$ cat src/rtl/sd_pkg.sv
// Shared types and constants for the SD command sequencer.
// Covers the sequencer states, SPI fill byte and R1 response layout.
package sd_pkg;

  typedef enum logic [2:0] {
    IDLE = 3'd0,
    PRE  = 3'd1,
    SEND = 3'd2,
    POLL = 3'd3,
    POST = 3'd4,
    DONE = 3'd5
  } sd_state_t;

  localparam logic [7:0] SD_FILL_BYTE   = 8'hFF;
  localparam int         SD_CMD_BYTES   = 6;
  localparam int         SD_R1_BUSY_BIT = 7;

  // Byte idx of the 48-bit frame, most significant byte first.
  function automatic logic [7:0] sd_cmd_byte(input logic [47:0] frame, input logic [2:0] idx);
    return frame[47 - 8*int'(idx) -: 8];
  endfunction

endpackage

$ cat src/rtl/sd_cmd_sequencer_if.sv
// Byte-level handshake between the command sequencer and the SPI byte engine.
// The master side drives chip select and byte requests; the engine answers with done/rx data.
interface sd_cmd_sequencer_if;

  logic       cs_n;
  logic [7:0] spi_tx_data;
  logic       spi_tx_start;
  logic [7:0] spi_rx_data;
  logic       spi_done;

  modport master (
    output cs_n,
    output spi_tx_data,
    output spi_tx_start,
    input  spi_rx_data,
    input  spi_done
  );

  modport slave (
    input  cs_n,
    input  spi_tx_data,
    input  spi_tx_start,
    output spi_rx_data,
    output spi_done
  );

endinterface

$ cat src/rtl/rise_detect.sv
// Registered 0->1 edge detector: pulse is high for one cycle after d is first seen high.
module rise_detect (
  input  logic clk,
  input  logic reset,
  input  logic d,
  output logic pulse
);

  logic d_q;

  always_ff @(posedge clk or posedge reset) begin
    if (reset) begin
      d_q   <= 1'b0;
      pulse <= 1'b0;
    end else begin
      d_q   <= d;
      pulse <= d & ~d_q;
    end
  end

endmodule

$ cat src/rtl/sd_cmd_sequencer.sv
// Runs one SD SPI command transaction: fill byte, 6 command bytes, R1 poll, trailing fill byte.
// Publishes the R1 byte (or FF on timeout) and flips response_toggle once per completion.
module sd_cmd_sequencer
  import sd_pkg::*;
#(
  parameter int TIMEOUT_BYTES = 16
) (
  input  logic                clk,
  input  logic                reset,
  input  logic [47:0]         cmd,
  input  logic                start,
  output logic                busy,
  output logic                done,
  output logic [7:0]          response,
  output logic                response_toggle,
  output logic                timeout,
  sd_cmd_sequencer_if.master  spi
);

  localparam int              PW        = $clog2(TIMEOUT_BYTES + 1);
  localparam logic [2:0]      LAST_IDX  = 3'(SD_CMD_BYTES - 1);
  localparam logic [PW-1:0]   POLL_LAST = PW'(TIMEOUT_BYTES - 1);

  sd_state_t     state, next_state;
  logic          start_edge;
  logic          launch;
  logic          byte_state;
  logic          r1_seen;
  logic          tx_req;
  logic [47:0]   cmd_q;
  logic [2:0]    byte_idx;
  logic [PW-1:0] poll_cnt;

  rise_detect u_rise (
    .clk   (clk),
    .reset (reset),
    .d     (start),
    .pulse (start_edge)
  );

  assign launch     = start_edge && (state == IDLE);
  assign byte_state = (state == PRE) || (state == SEND) || (state == POLL) || (state == POST);
  assign r1_seen    = ~spi.spi_rx_data[SD_R1_BUSY_BIT];

  always_ff @(posedge clk or posedge reset) begin
    if (reset) state <= IDLE;
    else       state <= next_state;
  end

  always_comb begin
    next_state = state;
    unique case (state)
      IDLE: if (start_edge) next_state = PRE;
      PRE:  if (spi.spi_done) next_state = SEND;
      SEND: if (spi.spi_done && byte_idx == LAST_IDX) next_state = POLL;
      POLL: if (spi.spi_done && (r1_seen || poll_cnt == POLL_LAST)) next_state = POST;
      POST: if (spi.spi_done) next_state = DONE;
      DONE: next_state = IDLE;
      default: next_state = IDLE;
    endcase
  end

  // cs_n is decoded from state so an async reset releases the card immediately.
  always_comb begin
    spi.cs_n         = ~byte_state;
    spi.spi_tx_start = tx_req;
    spi.spi_tx_data  = (state == SEND) ? sd_cmd_byte(cmd_q, byte_idx) : SD_FILL_BYTE;
    busy             = byte_state;
    done             = (state == DONE);
  end

  always_ff @(posedge clk or posedge reset) begin
    if (reset) begin
      cmd_q           <= '0;
      byte_idx        <= '0;
      poll_cnt        <= '0;
      response        <= SD_FILL_BYTE;
      timeout         <= 1'b0;
      response_toggle <= 1'b0;
      tx_req          <= 1'b0;
    end else begin
      // Next byte is requested only once the previous exchange has completed.
      tx_req <= launch || (spi.spi_done && byte_state && next_state != DONE);
      unique case (state)
        IDLE: begin
          if (start_edge) begin
            cmd_q   <= cmd;
            timeout <= 1'b0;
          end
        end
        PRE: begin
          if (spi.spi_done) byte_idx <= '0;
        end
        SEND: begin
          if (spi.spi_done) begin
            if (byte_idx == LAST_IDX) poll_cnt <= '0;
            else                      byte_idx <= byte_idx + 3'd1;
          end
        end
        POLL: begin
          if (spi.spi_done) begin
            if (r1_seen) begin
              response <= spi.spi_rx_data;
            end else begin
              poll_cnt <= poll_cnt + 1'b1;
              if (poll_cnt == POLL_LAST) begin
                response <= SD_FILL_BYTE;
                timeout  <= 1'b1;
              end
            end
          end
        end
        POST: begin
          if (spi.spi_done) response_toggle <= ~response_toggle;
        end
        default: ;
      endcase
    end
  end

endmodule

$ cat src/flat_wrapper.sv
// flat-port wrapper written by rule: the top's interface ports become plain ports
module sd_cmd_sequencer_flat import sd_pkg::*;
#(
  parameter int TIMEOUT_BYTES = 16
)
  (clk, reset, cmd, start, busy, done, response, response_toggle, timeout, spi_cs_n, spi_spi_tx_data, spi_spi_tx_start, spi_spi_rx_data, spi_spi_done);
  sd_cmd_sequencer_if spi_i ();
  input  logic clk;
  input  logic reset;
  input  logic [47:0] cmd;
  input  logic start;
  output logic busy;
  output logic done;
  output logic [7:0] response;
  output logic response_toggle;
  output logic timeout;
  output wire logic [$bits(spi_i.cs_n)-1:0] spi_cs_n;
  output wire logic [$bits(spi_i.spi_tx_data)-1:0] spi_spi_tx_data;
  output wire logic [$bits(spi_i.spi_tx_start)-1:0] spi_spi_tx_start;
  input wire logic [$bits(spi_i.spi_rx_data)-1:0] spi_spi_rx_data;
  input wire logic [$bits(spi_i.spi_done)-1:0] spi_spi_done;
  assign spi_cs_n = spi_i.cs_n;
  assign spi_spi_tx_data = spi_i.spi_tx_data;
  assign spi_spi_tx_start = spi_i.spi_tx_start;
  assign spi_i.spi_rx_data = spi_spi_rx_data;
  assign spi_i.spi_done = spi_spi_done;
  sd_cmd_sequencer #(.TIMEOUT_BYTES(TIMEOUT_BYTES)) u_core (.clk(clk), .reset(reset), .cmd(cmd), .start(start), .busy(busy), .done(done), .response(response), .response_toggle(response_toggle), .timeout(timeout), .spi(spi_i));
endmodule
$ cat config.mk
export PLATFORM = sky130hd
export DESIGN_NAME = sd_cmd_sequencer_flat
export DESIGN_NICKNAME = d
export VERILOG_FILES = /design/src/rtl/sd_pkg.sv /design/src/rtl/sd_cmd_sequencer_if.sv /design/src/rtl/rise_detect.sv /design/src/rtl/sd_cmd_sequencer.sv /design/src/flat_wrapper.sv
export SDC_FILE = /design/constraint.sdc
export NUM_CORES = 1
export LEC_CHECK = 0
export CAP_MARGIN = 10
export CORE_UTILIZATION = 50
export DETAILED_ROUTE_END_ITERATION = 8
export PLACE_DENSITY = 0.8
export SLEW_MARGIN = 10
export SYNTH_ARGS = -nofsm -noshare
export SYNTH_HDL_FRONTEND = slang
export SYNTH_SLANG_ARGS = --single-unit
$ cat constraint.sdc
create_clock -name clk -period 3.7 [get_ports clk]
set_input_delay 0.555 -clock clk [delete_from_list [all_inputs] [get_ports clk]]
set_output_delay 0.555 -clock clk [all_outputs]
set_load 0.02 [all_outputs]
==> results.py <==
metrics = {
    "power_and_ir_drop": {
        "p_leak_uw": 0.00187,
        "max-vdd-ir-drop_mv": 0.388,
        "power_density_nw_per_um2": 822,
    },
    "clocking": {
        "clk_pin_slew_worst_paths_ns": 0.08,
        "root_buffer": "clkbuf_8",
        "cts-buffers-inserted": 9,
        "worstSkewPairLatency_ns": 0.35,
        "cts_tree": "done",
        "post-cts-setup-buffers": 0,
        "htreeDepth": 3,
        "cts.sinks": 72,
        "postCtsHoldBufs": 0,
        "cts_resized": 0,
        "clk_path_buf_depth": 2,
    },
    "timing": {
        "rsz0062_at_grt": "false",
        "fin_crit_ns": 3.28,
        "setup_tns_ns": 0,
        "finalClockSkew_ns": 0.00865,
        "max_slew_margin": 0.401,
        "finalCritPeriodShare": 0.885,
        "setup_violations": 0,
        "worst_pin_slew_ns": 0.898,
        "hold_violations": 0,
        "fmax_ghz": 0.305,
        "maxSlewViolCount": 0,
    },
    "die": {
        "die_area_um2": 7310,
        "die_y_um": 85.5,
        "placementRows": 30,
        "start_util": 0.516,
        "die_x_um": 85.5,
        "io_pins": 82,
        "core_um2": 6760,
    },
    "critical_path": {
        "ff2ff_path_depth": 5,
        "path_depth": 4,
        "arrival_ns": 2.72,
        "slowest_stage": "clkdlybuf4s50_1",
        "path_cells": "ha_1 -> nor2b_1 -> a221o_1 -> clkdlybuf4s50_1",
        "crit_required_ns": 3.14,
        "end_kind": "output pin",
        "critPathLaunch": "u_core.byte_idx[1]$_DFFE_PP0P_",
        "start_kind": "flop",
        "crit_family": "buffers and inverters",
        "critPathKind": "flop to output pin",
        "critPathMaxFanout": 13,
        "rr_endpoint": "u_core.poll_cnt[0]$_DFFE_PP0P_",
        "rr_startpoint": "u_core.byte_idx[0]$_DFFE_PP0P_",
        "cp.buffers_inverters": 1,
        "reg2reg_slack_ns": 1.59,
        "endpoint": "spi_spi_tx_data[4]",
        "critPathMaxStageDelay_ns": 0.60,
    },
    "global_routing": {
        "antenna_found_initial": 0,
        "grt_max_degree": 73,
        "grt.total_usage": 0.197,
        "grt-ovfl-total": 0,
        "grt_pass1_vias": 2229,
        "grt_first_pass_wirelength_um": 11000,
    },
    "routing": {
        "final_antenna_net_count": 0,
        "drc": 0,
        "drt_iter0_markers": 155,
        "drtPass1Iterations": 6,
        "met1Wirelength_um": 3290,
        "vias": 2243,
        "met3_length_um": 237,
        "totalWireLength_um": 6610,
        "wl_per_cell_um": 15.7,
        "routed-wl-met2_um": 2930,
        "vias_per_cell": 5.34,
        "top_layer": "met4",
    },
    "finish": {
        "regArea_um2": 1810,
        "fin_area_um2": 4480,
        "antennaDiodeCount": 0,
        "fillCellCount": 500,
        "drive_gt1_frac": 0.274,
        "area_delta_synth_final_pct": 28.5,
        "multi_input_area_um2": 1500,
        "final_util": 0.663,
        "fin_nets": 400,
    },
    "synth": {
        "syn_nets": 324,
        "yosys.area.top_type_share": 0.459,
        "synthTopCellsByArea": "dfrtp_1, mux2_2, dfstp_2",
        "yosys.area.top_type": "dfrtp_1",
        "synth_ff_type": "dfrtp_1",
        "synth-edff-count": 0,
        "async_flop_share": 1.00,
        "synth_seq_cells": 72,
        "synthCells": 259,
        "yosysSeqAreaShare": 0.520,
        "yosysWarnings": 0,
        "synth_area_um2": 3490,
        "syn_avg_cell_area_um2": 13.5,
        "yosysUniqueCellTypes": 42,
    },
    "outcome": {
        "status": "finished, final reports clean",
    },
    "flow_run": {
        "maxCapViolCount": 0,
    },
    "worst_hold_path": {
        "hold_path_class": "flop to flop",
    },
    "placement": {
        "placed_area_um2": 4270,
        "hpwl_um": 4640,
        "gp_congestion": 0.821,
        "io_buffer_count": 81,
    },
}
==> per-layer routing <==
layer	track usage	vias to the layer above
li1	-	1082
met4	0.106	0
met2	0.281	57
met5	0	-
met3	0.0327	12
met1	0.291	1092
==> kinds of logic after synthesis <==
logic type | count (synthesis) | share of synthesized area
multiplexers | 68 | 0.261
buffers and inverters | 28 | 0.0506
XOR/XNOR | 4 | 0.0101
flip-flops | 72 | 0.520
AO/OA/AOI/OAI | 31 | 0.0599
AND/OR/NAND/NOR | 51 | 0.0808
adder cells (fa/ha/maj) | 5 | 0.0179
==> cells in the final DEF (no fill, tap or decap), drive strengths merged, types with 3 or more instances in the layout <==
master / Yosys / layout
o21ai: 6 / 6
dfstp: 8 / 8
clkdlybuf4s50: 0 / 81
clkbuf: 1 / 10
nor2b: 3 / 3
xnor2: 3 / 3
dfrtp: 64 / 64
nor2: 21 / 21
ha: 5 / 5
nand2: 7 / 7
nand3: 3 / 3
a221o: 8 / 8
mux4: 8 / 8
a21oi: 11 / 11
inv: 10 / 11
nor3: 5 / 5
mux2: 58 / 58
==> cells in the mapped netlist, types with 2 or more instances <==
library cell / number
xnor2_1: 3
nand2_1: 7
mux4_1: 6
o21ai_0: 6
nor4_1: 2
nand3b_1: 2
inv_1: 9
a31oi_1: 2
a221o_1: 8
dfrtp_1: 64
nor2_1: 20
mux2i_1: 2
nor3_1: 4
mux2_2: 49
buf_1: 2
buf_6: 4
mux4_2: 2
dfstp_2: 8
buf_4: 5
ha_1: 5
buf_2: 5
a21oi_1: 11
nor2b_1: 3
nor4b_1: 2
nand3_1: 3
mux2_4: 9
==> stage by stage <==
| step | instances | worst slack [ns] | hold slack, ns | power [uW] |
|---|---|---|---|---|
| floorplan | 259 | 1.33 | 0.378 | 2520 |
| global placement | 404 | 0.897 | 0.382 | 3010 |
| detailed placement | 404 | 0.821 | 0.387 | 3060 |
| CTS | 420 | 0.433 | 0.400 | 3700 |
| global route | 420 | 0.301 | 0.420 | 3900 |
| finish | 420 | 0.424 | 0.393 | 3680 |
==> cell type report <==
type                    instances  share of cell area
flip-flops and latches         72               0.405
repair buffers                 83               0.184
clock buffers                  10              0.0307
clock inverters                 6              0.0151
well taps                      80              0.0224
inverters                      10             0.00838
multi-input cells             159               0.334
==> sequential cells by signal (all words and copies together), names as in the netlist <==
signal                   count
u_core.u_rise.d_q            1
u_core.response              8
u_core.spi.spi_tx_start      1
u_core.response_toggle       1
u_core.timeout               1
u_core.poll_cnt              5
u_core.state                 3
u_core.u_rise.pulse          1
u_core.cmd_q                48
u_core.byte_idx              3
==> power by group <==
| part | switching (uW) | internal (uW) |
|---|---|---|
| sequential | 287 | 1180 |
| clock | 299 | 332 |
| combinational | 664 | 925 |
==> how the worst min path moves through the flow <==
stage | from | endpoint | slack (ns) | cells past startpoint
detailed placement | u_core.u_rise.d_q$_DFF_PP0_ | u_core.u_rise.pulse$_DFF_PP0_ | 0.39 | 1
global placement | u_core.u_rise.d_q$_DFF_PP0_ | u_core.u_rise.pulse$_DFF_PP0_ | 0.38 | 1
CTS | u_core.u_rise.d_q$_DFF_PP0_ | u_core.u_rise.pulse$_DFF_PP0_ | 0.40 | 1
floorplan | u_core.u_rise.d_q$_DFF_PP0_ | u_core.u_rise.pulse$_DFF_PP0_ | 0.38 | 1
finish | u_core.u_rise.d_q$_DFF_PP0_ | u_core.u_rise.pulse$_DFF_PP0_ | 0.39 | 1
global route | u_core.u_rise.d_q$_DFF_PP0_ | u_core.u_rise.pulse$_DFF_PP0_ | 0.42 | 1
Power figures use the tool's default switching activity.
